`config.mk`:
```
export PLATFORM = sky130hd
export DESIGN_NAME = hbm_strided_read_flat
export DESIGN_NICKNAME = d
export VERILOG_FILES = /design/src/rtl/hbm_strided_read_if.sv /design/src/rtl/hbm_strided_read.sv /design/src/flat_wrapper.sv
export SDC_FILE = /design/constraint.sdc
export NUM_CORES = 1
export LEC_CHECK = 0
export CORE_AREA = 8 8 272 274
export CTS_CLUSTER_SIZE = 28
export DETAILED_ROUTE_END_ITERATION = 8
export DIE_AREA = 0 0 280 282
export GPL_TIMING_DRIVEN = 0
export HOLD_SLACK_MARGIN = 0.06
export RECOVER_POWER = 25
export SLEW_MARGIN = 20
export SYNTH_ARGS = -nofsm -noshare
export SYNTH_HDL_FRONTEND = slang
export SYNTH_SLANG_ARGS = --single-unit
export TNS_END_PERCENT = 5
```
`constraint.sdc`:
```
create_clock -name clk -period 4.1 [get_ports clk]
set_clock_uncertainty 0.2 [all_clocks]
set_input_delay 0.82 -clock clk [delete_from_list [all_inputs] [get_ports clk]]
set_output_delay 0.82 -clock clk [all_outputs]
set_load 0.05 [all_outputs]
```
`src/rtl/hbm_strided_read_if.sv`:
```
// hbm_strided_read_if
//   AXI4 read channel (AR + R) of one HBM pseudo-channel together with the
//   downstream beat stream (dn_*) that carries returned data into the engine.
//   master : the strided read engine (drives AR, RREADY, dn_vld/dn_dat/dn_last)
//   slave  : the memory side and the downstream consumer
interface hbm_strided_read_if #(
  parameter int ADDR_WIDTH = 33,
  parameter int DATA_WIDTH = 256,
  parameter int ID_WIDTH   = 5
);
  logic                  m_axi_ARVALID;
  logic                  m_axi_ARREADY;
  logic [ADDR_WIDTH-1:0] m_axi_ARADDR;
  logic [ID_WIDTH-1:0]   m_axi_ARID;
  logic [7:0]            m_axi_ARLEN;
  logic [2:0]            m_axi_ARSIZE;
  logic [1:0]            m_axi_ARBURST;
  logic [1:0]            m_axi_ARLOCK;
  logic [3:0]            m_axi_ARCACHE;
  logic [2:0]            m_axi_ARPROT;
  logic [3:0]            m_axi_ARQOS;
  logic [3:0]            m_axi_ARREGION;

  logic                  m_axi_RVALID;
  logic [DATA_WIDTH-1:0] m_axi_RDATA;
  logic [1:0]            m_axi_RRESP;
  logic                  m_axi_RLAST;
  logic [ID_WIDTH-1:0]   m_axi_RID;
  logic                  m_axi_RREADY;

  logic                  dn_vld;
  logic [DATA_WIDTH-1:0] dn_dat;
  logic                  dn_last;
  logic                  dn_rdy;

  modport master (
    output m_axi_ARVALID, m_axi_ARADDR, m_axi_ARID, m_axi_ARLEN, m_axi_ARSIZE,
           m_axi_ARBURST, m_axi_ARLOCK, m_axi_ARCACHE, m_axi_ARPROT, m_axi_ARQOS,
           m_axi_ARREGION, m_axi_RREADY, dn_vld, dn_dat, dn_last,
    input  m_axi_ARREADY, m_axi_RVALID, m_axi_RDATA, m_axi_RRESP, m_axi_RLAST,
           m_axi_RID, dn_rdy
  );

  modport slave (
    input  m_axi_ARVALID, m_axi_ARADDR, m_axi_ARID, m_axi_ARLEN, m_axi_ARSIZE,
           m_axi_ARBURST, m_axi_ARLOCK, m_axi_ARCACHE, m_axi_ARPROT, m_axi_ARQOS,
           m_axi_ARREGION, m_axi_RREADY, dn_vld, dn_dat, dn_last,
    output m_axi_ARREADY, m_axi_RVALID, m_axi_RDATA, m_axi_RRESP, m_axi_RLAST,
           m_axi_RID, dn_rdy
  );
endinterface

```
`src/rtl/hbm_strided_read.sv`:
```
// hbm_strided_read
//   Strided AXI4 read master for one HBM pseudo-channel. On start_read it
//   issues read_ops fixed-length INCR bursts at base + k*stride, keeps at most
//   MAX_OUTSTANDING bursts in flight and passes returned beats straight
//   through to the downstream datapath.
// Ports
//   clk, rst        clock, synchronous active-high reset
//   start_read      one-cycle start pulse, honoured only when idle
//   read_ops        number of bursts
//   stride          byte distance between consecutive burst addresses
//   init_addr       base address, bits [27:0] used
//   mem_burst_size  bytes per burst
//   busy/done/err   status: in progress, end-of-transfer pulse, sticky error
//   axi             AXI read channel plus downstream stream (master modport)
//
// state   | meaning
// --------+-------------------------------------------------------------
// S_IDLE  | waiting for start_read
// S_ADDR  | issuing AR bursts (data may already be returning)
// S_DRAIN | all ARs issued, waiting for the final data beat
module hbm_strided_read #(
  parameter int ENGINE_ID       = 0,
  parameter int ADDR_WIDTH      = 33,
  parameter int DATA_WIDTH      = 256,
  parameter int ID_WIDTH        = 5,
  parameter int MAX_OUTSTANDING = 4
) (
  input  logic                  clk,
  input  logic                  rst,
  input  logic                  start_read,
  input  logic [31:0]           read_ops,
  input  logic [31:0]           stride,
  input  logic [ADDR_WIDTH-1:0] init_addr,
  input  logic [15:0]           mem_burst_size,
  output logic                  busy,
  output logic                  done,
  output logic                  err,
  hbm_strided_read_if.master    axi
);

  localparam int              BEAT_SHIFT = (DATA_WIDTH == 512) ? 6 : 5;
  localparam logic [2:0]      SIZE_CODE  = (DATA_WIDTH == 512) ? 3'b110 : 3'b101;
  localparam logic [3:0]      ENG_BITS   = 4'(ENGINE_ID);
  localparam int              OW         = $clog2(MAX_OUTSTANDING) + 1;
  localparam logic [OW-1:0]   OUT_MAX    = OW'(MAX_OUTSTANDING);

  typedef enum logic [1:0] {S_IDLE, S_ADDR, S_DRAIN} state_t;

  state_t                state, state_nxt;
  logic [31:0]           ops_q;
  logic [31:0]           stride_q;
  logic [ADDR_WIDTH-1:0] base_q;
  logic [ADDR_WIDTH-1:0] offset_q;
  logic [7:0]            arlen_q;
  logic [2:0]            arsize_q;
  logic [31:0]           ar_cnt;
  logic [31:0]           burst_cnt;
  logic [7:0]            beat_cnt;
  logic [OW-1:0]         outstanding;
  logic                  err_q;
  logic                  done_q;

  logic                  ar_valid;
  logic                  ar_hs;
  logic                  r_hs;
  logic                  beat_last;
  logic                  burst_last;
  logic                  final_beat;
  logic                  start_acc;
  logic [ADDR_WIDTH-1:0] base_d;
  logic [15:0]           beats_d;
  logic                  unused_ok;

  assign busy       = (state != S_IDLE);
  assign start_acc  = start_read & (state == S_IDLE);
  assign ar_hs      = ar_valid & axi.m_axi_ARREADY;
  assign r_hs       = axi.m_axi_RVALID & axi.m_axi_RREADY;
  assign beat_last  = (beat_cnt == arlen_q);
  assign burst_last = (burst_cnt == ops_q - 32'd1);
  assign final_beat = r_hs & beat_last & burst_last;
  assign beats_d    = mem_burst_size >> BEAT_SHIFT;
  assign unused_ok  = ^{init_addr[ADDR_WIDTH-1:28], axi.m_axi_RID};

  // Engine index sits in [31:28] so each engine reads its own HBM window.
  always_comb begin
    base_d         = '0;
    base_d[27:0]   = init_addr[27:0];
    base_d[31:28]  = ENG_BITS;
  end

  always_ff @(posedge clk) begin
    if (rst) state <= S_IDLE;
    else     state <= state_nxt;
  end

  always_comb begin
    state_nxt = state;
    ar_valid  = 1'b0;
    case (state)
      S_IDLE: begin
        if (start_read && read_ops != 32'd0) state_nxt = S_ADDR;
      end
      S_ADDR: begin
        // Outstanding only drops while waiting, so ARVALID cannot fall
        // before its handshake once raised.
        ar_valid = (outstanding < OUT_MAX);
        if (ar_valid && axi.m_axi_ARREADY && ar_cnt == ops_q - 32'd1)
          state_nxt = S_DRAIN;
      end
      S_DRAIN: begin
        if (final_beat) state_nxt = S_IDLE;
      end
      default: state_nxt = S_IDLE;
    endcase
  end

  always_ff @(posedge clk) begin
    if (rst) begin
      ops_q       <= '0;
      stride_q    <= '0;
      base_q      <= '0;
      offset_q    <= '0;
      arlen_q     <= '0;
      arsize_q    <= '0;
      ar_cnt      <= '0;
      burst_cnt   <= '0;
      beat_cnt    <= '0;
      outstanding <= '0;
      err_q       <= 1'b0;
      done_q      <= 1'b0;
    end else begin
      done_q <= 1'b0;
      if (start_acc) begin
        ops_q       <= read_ops;
        stride_q    <= stride;
        base_q      <= base_d;
        arlen_q     <= 8'(beats_d - 16'd1);
        arsize_q    <= SIZE_CODE;
        offset_q    <= '0;
        ar_cnt      <= '0;
        burst_cnt   <= '0;
        beat_cnt    <= '0;
        outstanding <= '0;
        err_q       <= 1'b0;
        done_q      <= (read_ops == 32'd0);
      end else begin
        if (ar_hs) begin
          offset_q <= offset_q + ADDR_WIDTH'(stride_q);
          ar_cnt   <= ar_cnt + 32'd1;
        end
        // A misbehaving slave can send extra RLASTs; never wrap below zero.
        case ({ar_hs, r_hs & axi.m_axi_RLAST})
          2'b10:   outstanding <= outstanding + OW'(1);
          2'b01:   if (outstanding != '0) outstanding <= outstanding - OW'(1);
          default: outstanding <= outstanding;
        endcase
        if (r_hs) begin
          if (beat_last) begin
            beat_cnt  <= '0;
            burst_cnt <= burst_cnt + 32'd1;
          end else begin
            beat_cnt  <= beat_cnt + 8'd1;
          end
          // Completion tracks local counters; RLAST is only cross-checked.
          if (axi.m_axi_RRESP != 2'b00 || axi.m_axi_RLAST != beat_last)
            err_q <= 1'b1;
          if (final_beat && state == S_DRAIN)
            done_q <= 1'b1;
        end
      end
    end
  end

  assign done = done_q;
  assign err  = err_q;

  assign axi.m_axi_ARVALID  = ar_valid;
  assign axi.m_axi_ARADDR   = base_q + offset_q;
  assign axi.m_axi_ARID     = '0;
  assign axi.m_axi_ARLEN    = arlen_q;
  assign axi.m_axi_ARSIZE   = arsize_q;
  assign axi.m_axi_ARBURST  = 2'b01;
  assign axi.m_axi_ARLOCK   = 2'b00;
  assign axi.m_axi_ARCACHE  = 4'b0000;
  assign axi.m_axi_ARPROT   = 3'b010;
  assign axi.m_axi_ARQOS    = 4'b0000;
  assign axi.m_axi_ARREGION = 4'b0000;

  assign axi.m_axi_RREADY = axi.dn_rdy & busy;
  assign axi.dn_vld       = axi.m_axi_RVALID & busy;
  assign axi.dn_dat       = axi.m_axi_RDATA;
  assign axi.dn_last      = axi.m_axi_RVALID & busy & burst_last & beat_last;

endmodule
```
`src/flat_wrapper.sv`:
```
// flat-port wrapper written by rule: the top's interface ports become plain ports
module hbm_strided_read_flat 
#(
  parameter int ENGINE_ID       = 0,
  parameter int ADDR_WIDTH      = 33,
  parameter int DATA_WIDTH      = 256,
  parameter int ID_WIDTH        = 5,
  parameter int MAX_OUTSTANDING = 4
)
  (clk, rst, start_read, read_ops, stride, init_addr, mem_burst_size, busy, done, err, axi_m_axi_ARVALID, axi_m_axi_ARADDR, axi_m_axi_ARID, axi_m_axi_ARLEN, axi_m_axi_ARSIZE, axi_m_axi_ARBURST, axi_m_axi_ARLOCK, axi_m_axi_ARCACHE, axi_m_axi_ARPROT, axi_m_axi_ARQOS, axi_m_axi_ARREGION, axi_m_axi_RREADY, axi_dn_vld, axi_dn_dat, axi_dn_last, axi_m_axi_ARREADY, axi_m_axi_RVALID, axi_m_axi_RDATA, axi_m_axi_RRESP, axi_m_axi_RLAST, axi_m_axi_RID, axi_dn_rdy);
  hbm_strided_read_if #(.ADDR_WIDTH(ADDR_WIDTH), .DATA_WIDTH(DATA_WIDTH), .ID_WIDTH(ID_WIDTH)) axi_i ();
  input  logic clk;
  input  logic rst;
  input  logic start_read;
  input  logic [31:0] read_ops;
  input  logic [31:0] stride;
  input  logic [ADDR_WIDTH-1:0] init_addr;
  input  logic [15:0] mem_burst_size;
  output logic busy;
  output logic done;
  output logic err;
  output wire logic [$bits(axi_i.m_axi_ARVALID)-1:0] axi_m_axi_ARVALID;
  output wire logic [$bits(axi_i.m_axi_ARADDR)-1:0] axi_m_axi_ARADDR;
  output wire logic [$bits(axi_i.m_axi_ARID)-1:0] axi_m_axi_ARID;
  output wire logic [$bits(axi_i.m_axi_ARLEN)-1:0] axi_m_axi_ARLEN;
  output wire logic [$bits(axi_i.m_axi_ARSIZE)-1:0] axi_m_axi_ARSIZE;
  output wire logic [$bits(axi_i.m_axi_ARBURST)-1:0] axi_m_axi_ARBURST;
  output wire logic [$bits(axi_i.m_axi_ARLOCK)-1:0] axi_m_axi_ARLOCK;
  output wire logic [$bits(axi_i.m_axi_ARCACHE)-1:0] axi_m_axi_ARCACHE;
  output wire logic [$bits(axi_i.m_axi_ARPROT)-1:0] axi_m_axi_ARPROT;
  output wire logic [$bits(axi_i.m_axi_ARQOS)-1:0] axi_m_axi_ARQOS;
  output wire logic [$bits(axi_i.m_axi_ARREGION)-1:0] axi_m_axi_ARREGION;
  output wire logic [$bits(axi_i.m_axi_RREADY)-1:0] axi_m_axi_RREADY;
  output wire logic [$bits(axi_i.dn_vld)-1:0] axi_dn_vld;
  output wire logic [$bits(axi_i.dn_dat)-1:0] axi_dn_dat;
  output wire logic [$bits(axi_i.dn_last)-1:0] axi_dn_last;
  input wire logic [$bits(axi_i.m_axi_ARREADY)-1:0] axi_m_axi_ARREADY;
  input wire logic [$bits(axi_i.m_axi_RVALID)-1:0] axi_m_axi_RVALID;
  input wire logic [$bits(axi_i.m_axi_RDATA)-1:0] axi_m_axi_RDATA;
  input wire logic [$bits(axi_i.m_axi_RRESP)-1:0] axi_m_axi_RRESP;
  input wire logic [$bits(axi_i.m_axi_RLAST)-1:0] axi_m_axi_RLAST;
  input wire logic [$bits(axi_i.m_axi_RID)-1:0] axi_m_axi_RID;
  input wire logic [$bits(axi_i.dn_rdy)-1:0] axi_dn_rdy;
  assign axi_m_axi_ARVALID = axi_i.m_axi_ARVALID;
  assign axi_m_axi_ARADDR = axi_i.m_axi_ARADDR;
  assign axi_m_axi_ARID = axi_i.m_axi_ARID;
  assign axi_m_axi_ARLEN = axi_i.m_axi_ARLEN;
  assign axi_m_axi_ARSIZE = axi_i.m_axi_ARSIZE;
  assign axi_m_axi_ARBURST = axi_i.m_axi_ARBURST;
  assign axi_m_axi_ARLOCK = axi_i.m_axi_ARLOCK;
  assign axi_m_axi_ARCACHE = axi_i.m_axi_ARCACHE;
  assign axi_m_axi_ARPROT = axi_i.m_axi_ARPROT;
  assign axi_m_axi_ARQOS = axi_i.m_axi_ARQOS;
  assign axi_m_axi_ARREGION = axi_i.m_axi_ARREGION;
  assign axi_m_axi_RREADY = axi_i.m_axi_RREADY;
  assign axi_dn_vld = axi_i.dn_vld;
  assign axi_dn_dat = axi_i.dn_dat;
  assign axi_dn_last = axi_i.dn_last;
  assign axi_i.m_axi_ARREADY = axi_m_axi_ARREADY;
  assign axi_i.m_axi_RVALID = axi_m_axi_RVALID;
  assign axi_i.m_axi_RDATA = axi_m_axi_RDATA;
  assign axi_i.m_axi_RRESP = axi_m_axi_RRESP;
  assign axi_i.m_axi_RLAST = axi_m_axi_RLAST;
  assign axi_i.m_axi_RID = axi_m_axi_RID;
  assign axi_i.dn_rdy = axi_dn_rdy;
  hbm_strided_read #(.ENGINE_ID(ENGINE_ID), .ADDR_WIDTH(ADDR_WIDTH), .DATA_WIDTH(DATA_WIDTH), .ID_WIDTH(ID_WIDTH), .MAX_OUTSTANDING(MAX_OUTSTANDING)) u_core (.clk(clk), .rst(rst), .start_read(start_read), .read_ops(read_ops), .stride(stride), .init_addr(init_addr), .mem_burst_size(mem_burst_size), .busy(busy), .done(done), .err(err), .axi(axi_i));
endmodule
```
After elaboration in Yosys (flattened, before gate mapping)
Index checks and enable logic that the tools add are counted.
{ "word_totals": {"register_bits": 213, "latch_bits": 0, "mem_bits_rw": 0, "mem_bits_ro": 0, "inputBits": 383, "out_inout_bits": 331, "elab_cells": 73, "memories": 0} }
{ "op_classes": {"addsub": 9, "multipliers": 0, "n_div": 0, "magnitude_cmp": 1, "n_eq_ne": 12, "shifts": 0, "mux": 11, "bitwise_logic": 10, "reduce_logical": 17} }
{ "ops": {"columns": ["cell", "count"], "rows": [
  ["32-bit by 1-bit adder with 32-bit output (second input constant)", 2],
  ["32-bit == test", 2],
  ["28-bit by 33-bit adder with 33-bit output", 1],
  ["33-bit by 32-bit adder with 33-bit output", 1],
  ["32-bit logical NOT", 1],
  ["32-bit nonzero test", 1],
  ["32-bit by 1-bit subtractor with 32-bit output (second input constant)", 1],
  ["1-bit AND", 10],
  ["8-bit by 1-bit adder with 8-bit output (second input constant)", 1],
  ["8-bit == test", 1],
  ["8-bit two-way mux", 1],
  ["8-bit by 1-bit subtractor with 8-bit output (second input constant)", 1],
  ["2-bit two-way mux", 3],
  ["2-bit by 1-bit != test with 1-bit output (second input constant)", 3],
  ["2-bit one-hot mux with 3 select lines", 1],
  ["3-bit one-hot mux with 2 select lines", 1],
  ["2-bit AND reduction", 3],
  ["2-bit nonzero test", 3],
  ["2-bit by 1-bit == test with 1-bit output (second input constant)", 2],
  ["2-bit == test (second input constant)", 2],
  ["1-bit logical AND", 4],
  ["1-bit two-way mux", 4],
  ["3-bit by 1-bit adder with 3-bit output (second input constant)", 1],
  ["3-bit < comparator (second input constant)", 1],
  ["9 further kinds", 9]
]} }

Depth between registers and ports, before layout
{ "logic_depth": {"depth_word": 9, "mapped_depth": 12, "depth_no_buf": 12} }

Worst setup path before layout
No wires, ideal clock.
{ "synth_path": {"path_type": "register -> output", "from": "register u_core.offset_q[0]", "to": "output port axi_m_axi_ARADDR[32]", "t_arrival_ps": 3271, "required_ps": 3080, "setup_slack_ps": -191, "stages_incl_launch_ff": 13, "cell_sequence": "dfxtp_1 > ha_1 > inv_1 > fa_1 > nand2b_1 > a21oi_1 > o31ai_1 > o21ai_0 > a211oi_1 > o211ai_1 > a31o_2 > a31o_2 > xor2_1"} }
{ "synth_via": {"elab_chain_cells": 1} }
{ "synth_lines": {"columns": ["element", "line", "rtl"], "rows": [
  ["from (decl)", "hbm_strided_read.sv:53", "logic [ADDR_WIDTH-1:0] offset_q;"],
  ["from (signal assigned)", "hbm_strided_read.sv:148", "offset_q <= offset_q + ADDR_WIDTH'(stride_q);"],
  ["28-bit by 33-bit adder with 33-bit output", "hbm_strided_read.sv:178", "assign axi.m_axi_ARADDR = base_q + offset_q;"],
  ["to (decl)", "flat_wrapper.sv:23", "output wire logic [$bits(axi_i.m_axi_ARADDR)-1:0] axi_m_axi_ARADDR;"]
]} }
Every way passes these cells.

Final worst setup path
{ "layout_path": {"from": "register u_core.ops_q[10]", "to": "output port axi_dn_last"} }
{ "layout_via": {"elab_chain_cells": 4} }
{ "layout_lines": {"columns": ["element", "line", "rtl"], "rows": [
  ["from (decl)", "hbm_strided_read.sv:50", "logic [31:0] ops_q;"],
  ["from (signal assigned)", "hbm_strided_read.sv:134", "ops_q <= read_ops;"],
  ["32-bit by 1-bit subtractor with 32-bit output", "hbm_strided_read.sv:79", "assign burst_last = (burst_cnt == ops_q - 32'd1);"],
  ["32-bit == test", "hbm_strided_read.sv:79", null],
  ["1-bit AND (2 in a row)", "hbm_strided_read.sv:192", "assign axi.dn_last = axi.m_axi_RVALID & busy & burst_last & beat_last;"],
  ["to (decl)", "flat_wrapper.sv:36", "output wire logic [$bits(axi_i.dn_last)-1:0] axi_dn_last;"]
]} }
Every way passes these cells.

==> impl_results.md <==
- Cells after Synth: 2020
- Startpoint types: flip-flop
- CP startpoint: u_core.ops_q[10]$_SDFFE_PP0P_
- Routability Congestion: 0.929
- Crit Path Category: flip-flop to output port
- Overall Global Routing Usage: 0.145
- Crit path DAT: 3.46 ns
- Largest net degree at the start of global routing: 14
- Initial antenna violation count: 9
- Flop and latch count out of synthesis: 213
- Final period util: 1.09
- Internal reg-to-reg setup slack: 0.31 ns
- CP peak stage delay: 0.45 ns
- Synth cell types: 81
- Yosys warning count: 0
- Post-Syn Area: 15500 sq um
- Final Hold Vio Count: 0
- Worst slew pin tran: 1.19 ns
- Die height: 282 um
- Sinks on Clock Net: 213
- Clk_lat worst skew: 0.54 ns
- Met3 GRT Util: 0.0375
- Synth-to-layout area growth: 43.6%
- Met1 Usage GRT: 0.186
- Reg-to-Reg End: u_core.offset_q[32]$_SDFFE_PP0P_
- Tmin final: 4.48 ns
- CTS max path bufs: 3
- Clk root buf: clkbuf_16
- CP required: 3.08 ns
- Final core occ: 0.320
- RSZ-0062 raised after global routing: yes
- Worst vdd ir: 0.000228 V
- Most common cell after layout, fill and taps aside: buf_4
- Clock Pin Slew Worst Setup and Hold Paths: 0.06 ns
- Crit path depth: 10
- Die Wd: 280 um
- Leak: 8.86 nW
- Vias in the first global route: 14770
- Final max-slew violation count: 0
- Normalized max-slew margin: 0.208
- Most frequent cells in the layout: buf_4 (309), nand2_1 (308), clkdlybuf4s50_1 (278)
- Max_cap viols: 0
- Mapped Avg Cell Area: 7.68 sq um
- Wire per inst: 17.9 um
- Share of cells above drive strength 1: 0.188
- Number of I/O pins: 714
- CP endpoint: axi_dn_last
- First-pass GRT wire length: 90.3 mm
- Via density: 4.38
- Highest Clock Rate: 223 MHz
- Main synth FF type: dfxtp_1
- Drt drc: 0
- Clock buffer count from CTS: 25
- # rows: 97
- Failing checks: negative setup slack
- Status: complete, but fails checks
- Max Fanout on Critical Path: 8
- Final setup margin: -0.379 ns
- PwrDens: 294 nW/um^2
- CTS tree: built
- Seq/Total Area, Yosys: 0.275
- GR met2 Demand/Resource: 0.244
- Hold-fix buffers, CTS: 0
- Worst reg2reg path startpoint: u_core.offset_q[0]$_SDFFE_PP0P_
- Final ANT Viol Nets: 0
- Die ar.: 79000 sq um
- Worst reg-to-reg path cell count: 12
- Crit-path slowest cell: dfxtp_1
- Worst hold-check path type: flip-flop to flip-flop
- Count of flip-flops with a built-in enable after synthesis: 0
- Core area: 69500 sq um
- I/O Buffers: 413
- Starting Density: 0.223
- Post-Layout Cell Count: 3458
- GRT Max-Usage Layer: met2
- GRT overflow: 0
- Worst Path Buf+Inv: 2
- Hpwl dp: 51.7 mm
- Fin nets: 2950
- Async S/R FF share, synth: 0
- Vias post-DR: 15163
- Inst Count DP: 3396
- Post-Route WL: 62.0 mm
- Family with the most delay on the worst path: simple AND/OR/NAND/NOR gates
- Critical-path cell list: nor3_4, buf_4, nand3_1, o21a_1, a211o_1, a2111oi_4, and4_1, nand4_4, nor2_4, buf_6
- Setup violations, final: 9
- CP endpoint kind: output port
- DR iter-0 viols: 837
- Pre-Repair DR Iteration Count: 5
- H-tree depth: 1
[worst register-to-register path: cells and delay by family (launching register included)]
kind | cells | cell delay (ns)
DFF | 1 | 0.36
and+or+nand+nor | 2 | 0.36
adders and majority gates | 2 | 0.58
AOI/OAI and AO/OA | 6 | 2.05
buffers and inverters | 2 | 0.18
[layer usage]
metal  vias to the layer above  routed length, um
met4                        12               1020
met1                      6963              27000
met2                       525              29100
li1                       7598                  -
met5                         -                 86
met3                        65               4780
[power by group]
part / internal, mW / switching, mW / leakage, nW
Combinational: 0.846 / 1.38 / 6.74
Clock: 1.17 / 0.932 / 0.384
Sequential: 2.14 / 0.0768 / 1.74
Total: 4.16 / 2.39 / 8.86
[worst min-delay path by stage]
stage	from	end	slack, ns	cells after the start
detailed placement	u_core.base_q[27]$_SDFFE_PP0P_	u_core.base_q[27]$_SDFFE_PP0P_	0.25	2
global route	u_core.stride_q[31]$_SDFFE_PP0P_	u_core.stride_q[31]$_SDFFE_PP0P_	0.28	2
floorplan	u_core.base_q[0]$_SDFFE_PP0P_	u_core.base_q[0]$_SDFFE_PP0P_	0.24	2
global placement	u_core.base_q[20]$_SDFFE_PP0P_	u_core.base_q[20]$_SDFFE_PP0P_	0.25	2
CTS	u_core.base_q[27]$_SDFFE_PP0P_	u_core.base_q[27]$_SDFFE_PP0P_	0.26	2
finish	u_core.base_q[20]$_SDFFE_PP0P_	u_core.base_q[20]$_SDFFE_PP0P_	0.26	2
[synthesized netlist by cell type (all sizes together), types with 30 or more instances]
| cell | instances | area share |
|---|---|---|
| inv | 43 | 0.010 |
| o21ai | 68 | 0.022 |
| buf | 295 | 0.14 |
| ha | 65 | 0.052 |
| a21oi | 187 | 0.060 |
| clkbuf | 69 | 0.017 |
| nor2 | 153 | 0.037 |
| nand2 | 310 | 0.075 |
| nand4 | 30 | 0.013 |
| nor3 | 31 | 0.013 |
| xor2 | 74 | 0.042 |
| nand3 | 53 | 0.018 |
| dfxtp | 213 | 0.27 |
| xnor2 | 112 | 0.063 |
[state kept, by name (all words and copies together) (netlist names)]
name / cells
u_core.ar_cnt: 32
u_core.axi.m_axi_ARLEN: 8
u_core.axi.m_axi_ARSIZE: 1
u_core.base_q: 28
u_core.beat_cnt: 8
u_core.burst_cnt: 32
u_core.done: 1
u_core.err: 1
u_core.offset_q: 33
u_core.ops_q: 32
u_core.outstanding: 3
u_core.state: 2
u_core.stride_q: 32
[repair_timing]
action,4_1_cts,5_1_grt
pin swaps,24,15
resized for setup,190,27
setup buffers,17,3
gates cloned,0,0
endpoints found under the setup margin,27,25
[stage by stage]
stage / hold slack, ns / setup WS, ns / power [mW] / TNS (ns) / cell area, sq um
global placement: 0.246 / -1.58 / 4.45 / -22.19 / 20900
finish: 0.259 / -0.379 / 6.55 / -2.12 / 22300
detailed placement: 0.253 / -1.58 / 4.45 / -22.92 / 20900
floorplan: 0.240 / -0.0966 / 3.73 / -0.202 / 15600
global route: 0.279 / -0.490 / 6.84 / -4.22 / 22300
CTS: 0.261 / -0.408 / 6.64 / -2.85 / 22200
[layout make-up]
type                    count  area [sq um]
clock inverters            15          83.8
inverters                  43           161
flip-flops and latches    213          4280
diodes                      1          2.50
multi-input cells        1423          9190
well taps                 940          1180
fillers                  7443         47300
plain buffers             360          2440
clock buffers              30           674
repair buffers            433          4270
[logic make-up (layout without fill, tap and decap cells)]
group                      count (synthesis)  in the layout  share of synthesized area
DFF                                      213            213                      0.275
and+or+nand+nor                          727            727                      0.225
buffers and inverters                    407            881                      0.168
AOI/OAI and AO/OA                        407            407                      0.161
muxes                                      7              7                    0.00468
adders and majority gates                 68             68                     0.0563
other                                      2             26                   0.000484
xor gates and xnor gates                 189            189                      0.109
No activity file was read; power rests on OpenSTA's default activity.
